File: config.mk
export PLATFORM = sky130hd
export DESIGN_NAME = vga_dtg_flat
export DESIGN_NICKNAME = d
export VERILOG_FILES = /design/src/rtl/vga_dtg_pkg.sv /design/src/rtl/vga_dtg_if.sv /design/src/rtl/vga_dtg.sv /design/src/flat_wrapper.sv
export SDC_FILE = /design/constraint.sdc
export NUM_CORES = 1
export LEC_CHECK = 0
export ABC_CLOCK_PERIOD_IN_PS = 5050
export CORE_MARGIN = 8
export CORE_UTILIZATION = 39
export DETAILED_ROUTE_END_ITERATION = 7
export SYNTH_ARGS = -nofsm -noshare
export SYNTH_HDL_FRONTEND = slang
export SYNTH_SLANG_ARGS = --single-unit
File: constraint.sdc
create_clock -name clock -period 5.05 [get_ports clock]
set_input_delay 1.515 -clock clock [delete_from_list [all_inputs] [get_ports clock]]
set_output_delay 1.515 -clock clock [all_outputs]
set_load 0.05 [all_outputs]
File: src/rtl/vga_dtg_pkg.sv
// Shared VGA timing constants and types for the display timing generator and renderer.
// Defaults describe 640x480 at 60 Hz with a 25 MHz pixel clock.
package vga_dtg_pkg;

  localparam int unsigned CNT_W = 12;
  typedef logic [CNT_W-1:0] cnt_t;

  localparam int unsigned H_ACTIVE = 640;
  localparam int unsigned H_FP     = 16;
  localparam int unsigned H_SYNC   = 96;
  localparam int unsigned H_BP     = 48;
  localparam int unsigned V_ACTIVE = 480;
  localparam int unsigned V_FP     = 10;
  localparam int unsigned V_SYNC   = 2;
  localparam int unsigned V_BP     = 33;
  localparam bit          HS_POL   = 1'b0;
  localparam bit          VS_POL   = 1'b0;

  localparam int unsigned H_TOTAL  = H_ACTIVE + H_FP + H_SYNC + H_BP;
  localparam int unsigned V_TOTAL  = V_ACTIVE + V_FP + V_SYNC + V_BP;

  // Sync windows are half-open: [START, END).
  localparam int unsigned HS_START = H_ACTIVE + H_FP;
  localparam int unsigned HS_END   = H_ACTIVE + H_FP + H_SYNC;
  localparam int unsigned VS_START = V_ACTIVE + V_FP;
  localparam int unsigned VS_END   = V_ACTIVE + V_FP + V_SYNC;

  function automatic logic sync_level(input logic in_window, input logic pol);
    return in_window ? pol : ~pol;
  endfunction

endpackage

File: src/rtl/vga_dtg_if.sv
// Timing outputs of the display timing generator as seen by the renderer.
interface vga_dtg_if;
  import vga_dtg_pkg::*;

  logic        video_on;
  logic        horiz_sync;
  logic        vert_sync;
  cnt_t        pixel_row;
  cnt_t        pixel_column;
  logic [31:0] pix_num;

  modport master (
    output video_on, horiz_sync, vert_sync, pixel_row, pixel_column, pix_num
  );

  modport slave (
    input video_on, horiz_sync, vert_sync, pixel_row, pixel_column, pix_num
  );

endinterface

File: src/rtl/vga_dtg.sv
// Display timing generator: free-running pixel/line counters with registered sync,
// active-video and linear pixel index, all decoded from the next counter position.
module vga_dtg #(
  parameter int unsigned H_ACTIVE = vga_dtg_pkg::H_ACTIVE,
  parameter int unsigned H_FP     = vga_dtg_pkg::H_FP,
  parameter int unsigned H_SYNC   = vga_dtg_pkg::H_SYNC,
  parameter int unsigned H_BP     = vga_dtg_pkg::H_BP,
  parameter int unsigned V_ACTIVE = vga_dtg_pkg::V_ACTIVE,
  parameter int unsigned V_FP     = vga_dtg_pkg::V_FP,
  parameter int unsigned V_SYNC   = vga_dtg_pkg::V_SYNC,
  parameter int unsigned V_BP     = vga_dtg_pkg::V_BP,
  parameter bit          HS_POL   = vga_dtg_pkg::HS_POL,
  parameter bit          VS_POL   = vga_dtg_pkg::VS_POL
) (
  input  logic       clock,
  input  logic       rst,
  vga_dtg_if.master  vga
);
  import vga_dtg_pkg::*;

  localparam int unsigned HTotal = H_ACTIVE + H_FP + H_SYNC + H_BP;
  localparam int unsigned VTotal = V_ACTIVE + V_FP + V_SYNC + V_BP;

  localparam cnt_t HLast   = cnt_t'(HTotal - 1);
  localparam cnt_t VLast   = cnt_t'(VTotal - 1);
  localparam cnt_t HActive = cnt_t'(H_ACTIVE);
  localparam cnt_t VActive = cnt_t'(V_ACTIVE);
  localparam cnt_t HsStart = cnt_t'(H_ACTIVE + H_FP);
  localparam cnt_t HsEnd   = cnt_t'(H_ACTIVE + H_FP + H_SYNC);
  localparam cnt_t VsStart = cnt_t'(V_ACTIVE + V_FP);
  localparam cnt_t VsEnd   = cnt_t'(V_ACTIVE + V_FP + V_SYNC);

  cnt_t        h_q, h_d;
  cnt_t        v_q, v_d;
  logic        h_wrap;
  logic        video_on_q, video_on_d;
  logic        hs_q, hs_d;
  logic        vs_q, vs_d;
  logic [31:0] pix_num_q, pix_num_d;

  // Outputs are decoded from the next position so they line up with the counters.
  always_comb begin
    h_wrap = (h_q == HLast);
    h_d    = h_wrap ? '0 : h_q + cnt_t'(1);
    v_d    = v_q;
    if (h_wrap) begin
      v_d = (v_q == VLast) ? '0 : v_q + cnt_t'(1);
    end

    video_on_d = (h_d < HActive) && (v_d < VActive);
    hs_d       = sync_level((h_d >= HsStart) && (h_d < HsEnd), HS_POL);
    vs_d       = sync_level((v_d >= VsStart) && (v_d < VsEnd), VS_POL);
    pix_num_d  = '0;
    if (video_on_d) begin
      pix_num_d = 32'(v_d) * 32'(H_ACTIVE) + 32'(h_d);
    end
  end

  always_ff @(posedge clock) begin
    if (rst) begin
      h_q        <= '0;
      v_q        <= '0;
      video_on_q <= 1'b1;
      hs_q       <= ~HS_POL;
      vs_q       <= ~VS_POL;
      pix_num_q  <= '0;
    end else begin
      h_q        <= h_d;
      v_q        <= v_d;
      video_on_q <= video_on_d;
      hs_q       <= hs_d;
      vs_q       <= vs_d;
      pix_num_q  <= pix_num_d;
    end
  end

  assign vga.pixel_column = h_q;
  assign vga.pixel_row    = v_q;
  assign vga.video_on     = video_on_q;
  assign vga.horiz_sync   = hs_q;
  assign vga.vert_sync    = vs_q;
  assign vga.pix_num      = pix_num_q;

endmodule

File: src/flat_wrapper.sv
// flat-port wrapper written by rule: the top's interface ports become plain ports
module vga_dtg_flat import vga_dtg_pkg::*;
#(
  parameter int unsigned H_ACTIVE = vga_dtg_pkg::H_ACTIVE,
  parameter int unsigned H_FP     = vga_dtg_pkg::H_FP,
  parameter int unsigned H_SYNC   = vga_dtg_pkg::H_SYNC,
  parameter int unsigned H_BP     = vga_dtg_pkg::H_BP,
  parameter int unsigned V_ACTIVE = vga_dtg_pkg::V_ACTIVE,
  parameter int unsigned V_FP     = vga_dtg_pkg::V_FP,
  parameter int unsigned V_SYNC   = vga_dtg_pkg::V_SYNC,
  parameter int unsigned V_BP     = vga_dtg_pkg::V_BP,
  parameter bit          HS_POL   = vga_dtg_pkg::HS_POL,
  parameter bit          VS_POL   = vga_dtg_pkg::VS_POL
)
  (clock, rst, vga_video_on, vga_horiz_sync, vga_vert_sync, vga_pixel_row, vga_pixel_column, vga_pix_num);
  vga_dtg_if vga_i ();
  input  logic clock;
  input  logic rst;
  output wire logic [$bits(vga_i.video_on)-1:0] vga_video_on;
  output wire logic [$bits(vga_i.horiz_sync)-1:0] vga_horiz_sync;
  output wire logic [$bits(vga_i.vert_sync)-1:0] vga_vert_sync;
  output wire logic [$bits(vga_i.pixel_row)-1:0] vga_pixel_row;
  output wire logic [$bits(vga_i.pixel_column)-1:0] vga_pixel_column;
  output wire logic [$bits(vga_i.pix_num)-1:0] vga_pix_num;
  assign vga_video_on = vga_i.video_on;
  assign vga_horiz_sync = vga_i.horiz_sync;
  assign vga_vert_sync = vga_i.vert_sync;
  assign vga_pixel_row = vga_i.pixel_row;
  assign vga_pixel_column = vga_i.pixel_column;
  assign vga_pix_num = vga_i.pix_num;
  vga_dtg #(.H_ACTIVE(H_ACTIVE), .H_FP(H_FP), .H_SYNC(H_SYNC), .H_BP(H_BP), .V_ACTIVE(V_ACTIVE), .V_FP(V_FP), .V_SYNC(V_SYNC), .V_BP(V_BP), .HS_POL(HS_POL), .VS_POL(VS_POL)) u_core (.clock(clock), .rst(rst), .vga(vga_i));
endmodule
==> summary.md, run 1 <==
| Metric | Value |
|---|---|
| Largest net degree at the start of global routing | `28` |
| Lkg Pwr | `roughly 0.0016 uW` |
| Hold buffer count at CTS | `0` |
| Critical Path Source Type | `register` |
| Std-Cell Rows | `32` |
| Initial antenna violation count | `0` |
| Die ar. | `about 0.011 sq mm` |
| RSZ-0062 raised after global routing | `false` |
| Net switching share of the total power | `approximately a quarter` |
| Post-synth cell types | `57` |
| Post-Route WL | `6.92 mm` |
| Post-Synthesis Cells | `337` |
| Power Dens Cells | `198 mW/mm^2` |
| Die width | `104 um` |
| Clk Latency, worst-skew pair | `300 ps` |
| Reg-to-reg startpoint | `u_core.vga.pixel_column[0]$_SDFF_PP0_` |
| Internal | `560 uW` |
| Starting DRT DRC Count | `84` |
| Reg clk slew, reported paths | `roughly 80 ps` |
| Logic pwr share | `7.8%` |
| DRC Markers | `0` |
| Worst-path fanout max | `11` |
| Crit path arrival time | `4810 ps` |
| Fin Setup TNS | `0 ps` |
| Post-Route Skew | `~8.5 ps` |
| Clock sinks | `50` |
| Mapped Avg Cell Area | `8.95 sq um` |
| Io pins | `61` |
| Count of final setup violators | `0` |
| Root buf cell | `clkbuf_8` |
| Worst vdd ir | `0.114 mV` |
| Synth area leaders | `dfxtp_1 (33%), ha_1 (12%), nor2_1 (4.6%), nor2b_1 (4.4%), xor2_1 (4.4%)` |
| Ys async rst share | `0%` |
| CP top delay family | `simple AND/OR/NAND/NOR gates` |
| Clock buffer depth | `2` |
| Tmin final | `around 4600 ps` |
| Status | `completed` |
| DPL Wire Length | `5.37 mm` |
| ANT nets after route | `0` |
| CTS tree | `done` |
| Slowest cell on crit path | `dfxtp_1` |
| Sequential power share | `roughly 54%` |
| Ant. Diodes | `0` |
| Min-delay src | `u_core.vga.pixel_column[0]$_SDFF_PP0_` |
| CP Cell Sequence | `ha_1, nand4_1, nor4_2, buf_4, or2b_1, o31a_1, inv_1, ha_1, ha_1, inv_1, fa_1, nor2b_1, o2111ai_1, a221oi_2, nand2_1, nor4b_2, and4_1, nor3_1` |
| Synthesis Warnings | `0` |
| GP Congestion | `between 0.8 and 0.9` |
| H-tree levels | `2` |
| Seq/Total Area, Yosys | `33.2%` |
| Drt first pass iters | `4` |
| DR vias/cell | `5.10` |
| Most frequent CP cell | `ha_1` |
| Final Max Tran Viols | `0` |
| Yosys reg bits | `50` |
| Post-synth EDFFs | `0` |
| Worst slew pin tran | `~550 ps` |
| Slew margin rel. | `63.3%` |
| Yosys top cell area share | `between 30 and 40%` |
| Largest area contributor in the synthesized netlist | `dfxtp_1` |
| Setup crit start | `u_core.vga.pixel_column[0]$_SDFF_PP0_` |
| Top_reg_cell synth | `dfxtp_1` |
| Fmax achieved | `216 MHz` |
| GR Overflow Total | `0` |
| Wirelength per Cell | `between 10 and 15 um` |
| Initial Utilization | `39.7%` |
| Placed cell areas | `0.00361 sq mm` |
| WS Path Type | `register to register` |
| Port bufs | `about 50` |
| Fraction of layout cells with a size suffix above 1 | `7.16%` |
| Final Hold Fails | `0` |
| Clock Power Share | `37.8%` |
| Synth Cell Area | `about 0.0030 sq mm` |
| Slowest cell delay on critical path | `430 ps` |
| First-pass GRT wire length | `12.0 mm` |
| Switching power | `179 uW` |
| Critical path data required time | `5230 ps` |
| Vias in the first global route | `2511` |
| Bufs and invs on worst path | `3` |
| Final Cell Area | `0.00374 sq mm` |
| Final net count | `422` |
| Filler cell count | `754` |
| Max Cap Violations | `0` |
| Core Region | `0.00761 sq mm` |
| Area delta synth->final | `24.0%` |
| Cts bufs inserted | `5` |
| Via count | `2515` |
| Fin crit share | `91.7%` |
| Min-Delay Path Class | `register to register` |
| Worst setup EP type | `register` |
| Die Y | `a little over 100 um` |
| Total GRT Usage | `13.0%` |
-- cells in the final DEF, fill, tap and decap left out, types with 2 or more instances in the layout --
cell             instances
and2_1                   3
a31oi_1                  3
or3_1                    2
nor2b_1                 21
o31ai_1                  3
o21a_1                   2
ha_1                    28
clkdlybuf4s50_1         51
nor3b_1                  3
nor3_1                   9
a221oi_1                 2
nand2b_1                 4
and4_1                   3
nor3_2                   4
fa_1                     2
o211ai_1                 3
o2111ai_1                2
o21ai_0                 12
xor2_1                  15
clkbuf_8                 5
and3_1                   2
a21oi_1                 10
buf_4                    7
inv_1                   14
conb_1                  10
nand4_1                  9
nand3_1                  9
or4_1                    3
xnor2_1                 13
a21o_1                   5
dfxtp_1                 50
nand3b_1                 3
nor4_1                   3
nand2_1                 12
nor2_1                  37
-- repair_timing --
item | in CTS | in global routing
buffers inserted | 0 | 0
endpoints found under the setup margin | 0 | 4
gates resized for setup | 0 | 5
-- cells by family after synthesis --
logic type	count (synthesis)	synth area share, %
AO/OA/AOI/OAI	55	12.6
XOR/XNOR	30	9.21
adder cells (fa/ha/maj)	30	12.9
buffers and inverters	35	6.14
flip-flops	50	33.2
multiplexers	1	0.332
other	1	0.124
AND/OR/NAND/NOR	135	25.5
-- area by class of cell --
cell class | instances | area (sq um) | area share [%]
Clock inverter | 2 | 37.5 | 1.00
Clock buffer | 6 | 72.6 | 1.94
Tap cell | 102 | 128 | 3.41
Timing Repair Buffer | 58 | 563 | 15.1
Inverter | 14 | 52.6 | 1.40
Sequential cell | 50 | 1000 | 26.8
Multi-Input combinational cell | 261 | 1890 | 50.4
-- layer usage --
metal / vias up / share of wire (%) / track usage [%]
li1: 1275 / - / -
met1: 1173 / 45 / 15.3
met2: 57 / 48 / 22.2
met3: 10 / 5.4 / 3.84
met4: 0 / 1.7 / 3.93
met5: - / 0 / 0
-- worst reg2reg max path, cell delays in order (launching register included) --
cell	delay, ps
dfxtp_1	430
ha_1	240
nand4_1	250
nor4_2	360
buf_4	240
or2b_1	290
o31a_1	330
inv_1	100
ha_1	130
ha_1	160
inv_1	50
fa_1	410
nor2b_1	130
o2111ai_1	220
a221oi_2	330
nand2_1	150
nor4b_2	420
and4_1	230
nor3_1	40
-- cells in the mapped netlist, types with 4 or more instances --
cell      instances
dfxtp_1          50
nor2_1           37
ha_1             28
nor2b_1          21
xor2_1           15
inv_1            14
o21ai_0          13
xnor2_1          13
nand2_1          12
a21oi_1          10
buf_4            10
nand3_1           9
nand4_1           9
nor3_1            9
clkbuf_1          7
a21o_1            5
nand2b_1          4
nor3_2            4
or4_1             4
-- registers in the layout, indices dropped and copies added, names as in the netlist --
| signal | cells |
|---|---|
| u_core.vga.vert_sync | 1 |
| u_core.vga.pixel_column | 12 |
| u_core.vga.horiz_sync | 1 |
| u_core.vga.video_on | 1 |
| u_core.vga.pix_num | 23 |
| u_core.vga.pixel_row | 12 |
-- power by group through the flow --
| stage | clock network, uW | registers (uW) | logic, uW |
|---|---|---|---|
| final | 279 | 402 | 57.5 |
| after global routing | 311 | 403 | 60.7 |
| after CTS | 292 | 402 | 57.9 |
| after detailed placement | 0 | 412 | 57.8 |
| after global placement | 0 | 411 | 57.9 |
| after floorplan | 0 | 428 | 33.4 |
-- path summary, 6_finish.rpt --
check | to | slack, ps | cells after the start
setup / recovery | u_core.vga.pix_num[20]$_SDFF_PP0_ | 420 | 18
hold / removal | u_core.vga.pix_num[0]$_SDFF_PP0_ | 540 | 1
setup reg to reg | u_core.vga.pix_num[20]$_SDFF_PP0_ | 420 | 18
hold reg to reg | u_core.vga.pix_num[0]$_SDFF_PP0_ | 540 | 1
-- stage by stage --
step	setup WS (ps)	utilization [%]	total power, uW	std cells	hold WS, ps
floorplan	264	-	462	346	765
global placement	185	47.4	469	485	516
detailed placement	76.4	47.4	469	485	528
CTS	55.5	48.9	752	493	541
global route	0.163	49.2	775	493	583
finish	419	49.2	739	493	544
(Power assumes the default switching activity.)
==> run 2, diff against run 1 <==
--- a/config.mk
+++ b/config.mk
@@ -5,7 +5,7 @@
 export SDC_FILE = /design/constraint.sdc
 export NUM_CORES = 1
 export LEC_CHECK = 0
-export ABC_CLOCK_PERIOD_IN_PS = 5050
+export ABC_CLOCK_PERIOD_IN_PS = 4400
 export CORE_MARGIN = 8
 export CORE_UTILIZATION = 39
 export DETAILED_ROUTE_END_ITERATION = 7
==> constraint.sdc (replaced) <==
create_clock -name clock -period 4.4 [get_ports clock]
set_input_delay 1.32 -clock clock [delete_from_list [all_inputs] [get_ports clock]]
set_output_delay 1.32 -clock clock [all_outputs]
set_load 0.05 [all_outputs]
==> summary.md, run 2 (synthesized netlist as in run 1, its figures left out) <==
| Metric | Value |
|---|---|
| Final Hold Fails | `0 (unchanged)` |
| Final net count | `472 (+12%)` |
| Initial antenna violation count | `0 (unchanged)` |
| Fin crit share | `97.5% (+5.8 points)` |
| Power Dens Cells | `184 mW/mm^2 (-6.8%)` |
| Die width | `104 um (unchanged)` |
| Clk Latency, worst-skew pair | `310 ps (about the same)` |
| Max Cap Violations | `0 (unchanged)` |
| GR Overflow Total | `0 (unchanged)` |
| DPL Wire Length | `5.77 mm (+7.4%)` |
| WS Path Type | `register to register` |
| Port bufs | `51 (unchanged)` |
| Io pins | `61 (unchanged)` |
| Fmax achieved | `233 MHz (+8.0%)` |
| Vias in the first global route | `2684 (+6.9%)` |
| Std-Cell Rows | `32 (unchanged)` |
| DR vias/cell | `5.06 (-0.76%)` |
| Min-delay src | `u_core.vga.pixel_column[0]$_SDFF_PP0_` |
| Post-Route Skew | `6.41 ps (-2.09 ps)` |
| Area delta synth->final | `47.2%` |
| FF-to-FF setup slack | `110 ps (-310 ps)` |
| Bufs and invs on worst path | `2 (-1)` |
| Root buf cell | `clkbuf_8` |
| Lkg Pwr | `0.00188 uW (+21%)` |
| Initial Utilization | `39.7% (unchanged)` |
| Setup ws final | `111 ps (-307 ps)` |
| Clock sinks | `50 (unchanged)` |
| Worst slew pin tran | `566 ps (+19.8 ps)` |
| Slowest cell on crit path | `or4_4` |
| H-tree levels | `2 (unchanged)` |
| ANT nets after route | `0 (unchanged)` |
| Die Y | `104 um (unchanged)` |
| DRC Markers | `0 (unchanged)` |
| Worst vdd ir | `0.104 mV (-8.9%)` |
| Core Region | `0.00761 sq mm (unchanged)` |
| Filler cell count | `662 (-12%)` |
| Slew margin rel. | `61.3% (-2.0 points)` |
| Drt first pass iters | `4 (unchanged)` |
| Via count | `2749 (+9.3%)` |
| Crit path arrival time | `4480 ps (-330 ps)` |
| Die ar. | `0.0108 sq mm (unchanged)` |
| Total GRT Usage | `13.9% (+0.86 points)` |
| CP Cell Sequence | `or4_4, or4_4, buf_6, nor2_4, xor2_2, ha_1, ha_1, a21o_1, a221oi_4, xor2_1, nand3b_1, nor4b_4, buf_4, and4_1, nor3_1` |
| CP top delay family | `simple AND/OR/NAND/NOR gates` |
| Worst setup EP type | `register` |
| Non-filler cells, final | `543 (+10%)` |
| Reg-to-reg startpoint | `u_core.vga.pixel_column[6]$_SDFF_PP0_` |
| Tmin final | `4290 ps (-343 ps)` |
| Cell count after placement | `523 (+7.8%)` |
| First-pass GRT wire length | `12.9 mm (+7.4%)` |
| Count of final setup violators | `0 (unchanged)` |
| Clock buffer depth | `2 (unchanged)` |
| Slowest cell delay on critical path | `580 ps (+150 ps)` |
| Post-Route WL | `7.78 mm (+12%)` |
| Status | `completed` |
| Critical Path Source Type | `register` |
| Worst-path fanout max | `4 (-7)` |
| Fin Hold WS | `555 ps (+10.9 ps)` |
| Most frequent cells in the layout | `buf_4 (55), clkdlybuf4s50_1 (51), dfxtp_1 (44)` |
| Hold buffer count at CTS | `0 (unchanged)` |
| GP Congestion | `0.865 (-1.4%)` |
| CTS tree | `done` |
| Multi-input gate area | `0.00221 sq mm (+17%)` |
| Sequential cell area | `0.00101 sq mm (+1.0%)` |
| Wirelength per Cell | `14.3 um (+2.1%)` |
| Largest net degree at the start of global routing | `27 (-3.6%)` |
| Min-Delay Path Class | `register to register` |
| Critical path data required time | `4590 ps (-640 ps)` |
| Ant. Diodes | `0 (unchanged)` |
| Starting DRT DRC Count | `79 (-6.0%)` |
| Largest register FFs | `23 (unchanged)` |
| Setup crit start | `u_core.vga.pixel_column[6]$_SDFF_PP0_` |
| Cts bufs inserted | `5 (unchanged)` |
| Fraction of layout cells with a size suffix above 1 | `27.4% (+20 points)` |
| Place WS | `-78.7 ps (-155 ps)` |
| Final Max Tran Viols | `0 (unchanged)` |
| Commonest non-fill, non-tap cell in the layout | `buf_4` |
| Reg clk slew, reported paths | `100 ps (+20 ps)` |
| Final Core Density | `58.4% (+9.2 points)` |
[run 2: cell count changes in the layout (fill, tap and decap cells not counted), moves of 3 or more]
cell	previous run	this run
buf_4	7	55
dfxtp_1	50	44
dfxtp_2	0	5
ha_1	28	21
ha_4	0	6
nor2_1	37	34
xor2_1	15	11
xor2_2	1	4
[run 2: where the power goes]
part | internal [uW] | switching (uW)
clock network | 118 | 170
logic | 17.0 | 51.1
registers | 458 | 3.11
total | 593 | 224
[run 2: worst register-to-register path: stages, from the launching register on]
cell	delay, ps
dfxtp_2	330
or4_4	550
or4_4	580
buf_6	160
nor2_4	130
xor2_2	200
ha_1	270
ha_1	350
a21o_1	240
a221oi_4	300
xor2_1	130
nand3b_1	240
nor4b_4	310
buf_4	160
and4_1	170
nor3_1	40
[run 2: worst paths after layout]
check / end / cells past startpoint
worst max-delay path: u_core.vga.pix_num[20]$_SDFF_PP0_ / 15
worst min-delay path: u_core.vga.pix_num[0]$_SDFF_PP0_ / 2
worst max register to register: u_core.vga.pix_num[20]$_SDFF_PP0_ / 15
worst min register to register: u_core.vga.pix_num[0]$_SDFF_PP0_ / 2
[run 2: stage by stage]
stage / TNS, ps / power, uW / instance area (sq um)
after floorplan: 0 / 530 / 3070
after global placement: -57.2 / 540 / 3910
after CTS: 0 / 829 / 4040
final: 0 / 818 / 4440
after global routing: -163 / 858 / 4440
after detailed placement: -78.7 / 540 / 3910
[run 2: layer usage]
layer,global-route usage [%],wire (um),up-vias
li1,-,-,1380
met1,17.5,3550,1312
met2,22.6,3770,51
met3,4.15,399,6
met4,3.10,53,0
met5,0,0,-
[run 2: cell type report]
type | instances | area share (%)
Multi-Input combinational cell | 261 | 49.7
Inverter | 14 | 1.18
Timing Repair Buffer | 108 | 21.3
Tap cell | 102 | 2.87
Sequential cell | 50 | 22.8
Clock inverter | 3 | 0.648
Clock buffer | 5 | 1.55
[run 2: timing repair]
action                                  in CTS  in global routing
setup buffers                                1                 11
pin swaps                                    1                 21
endpoints found under the setup margin       3                  7
gates resized for setup                      5                 52
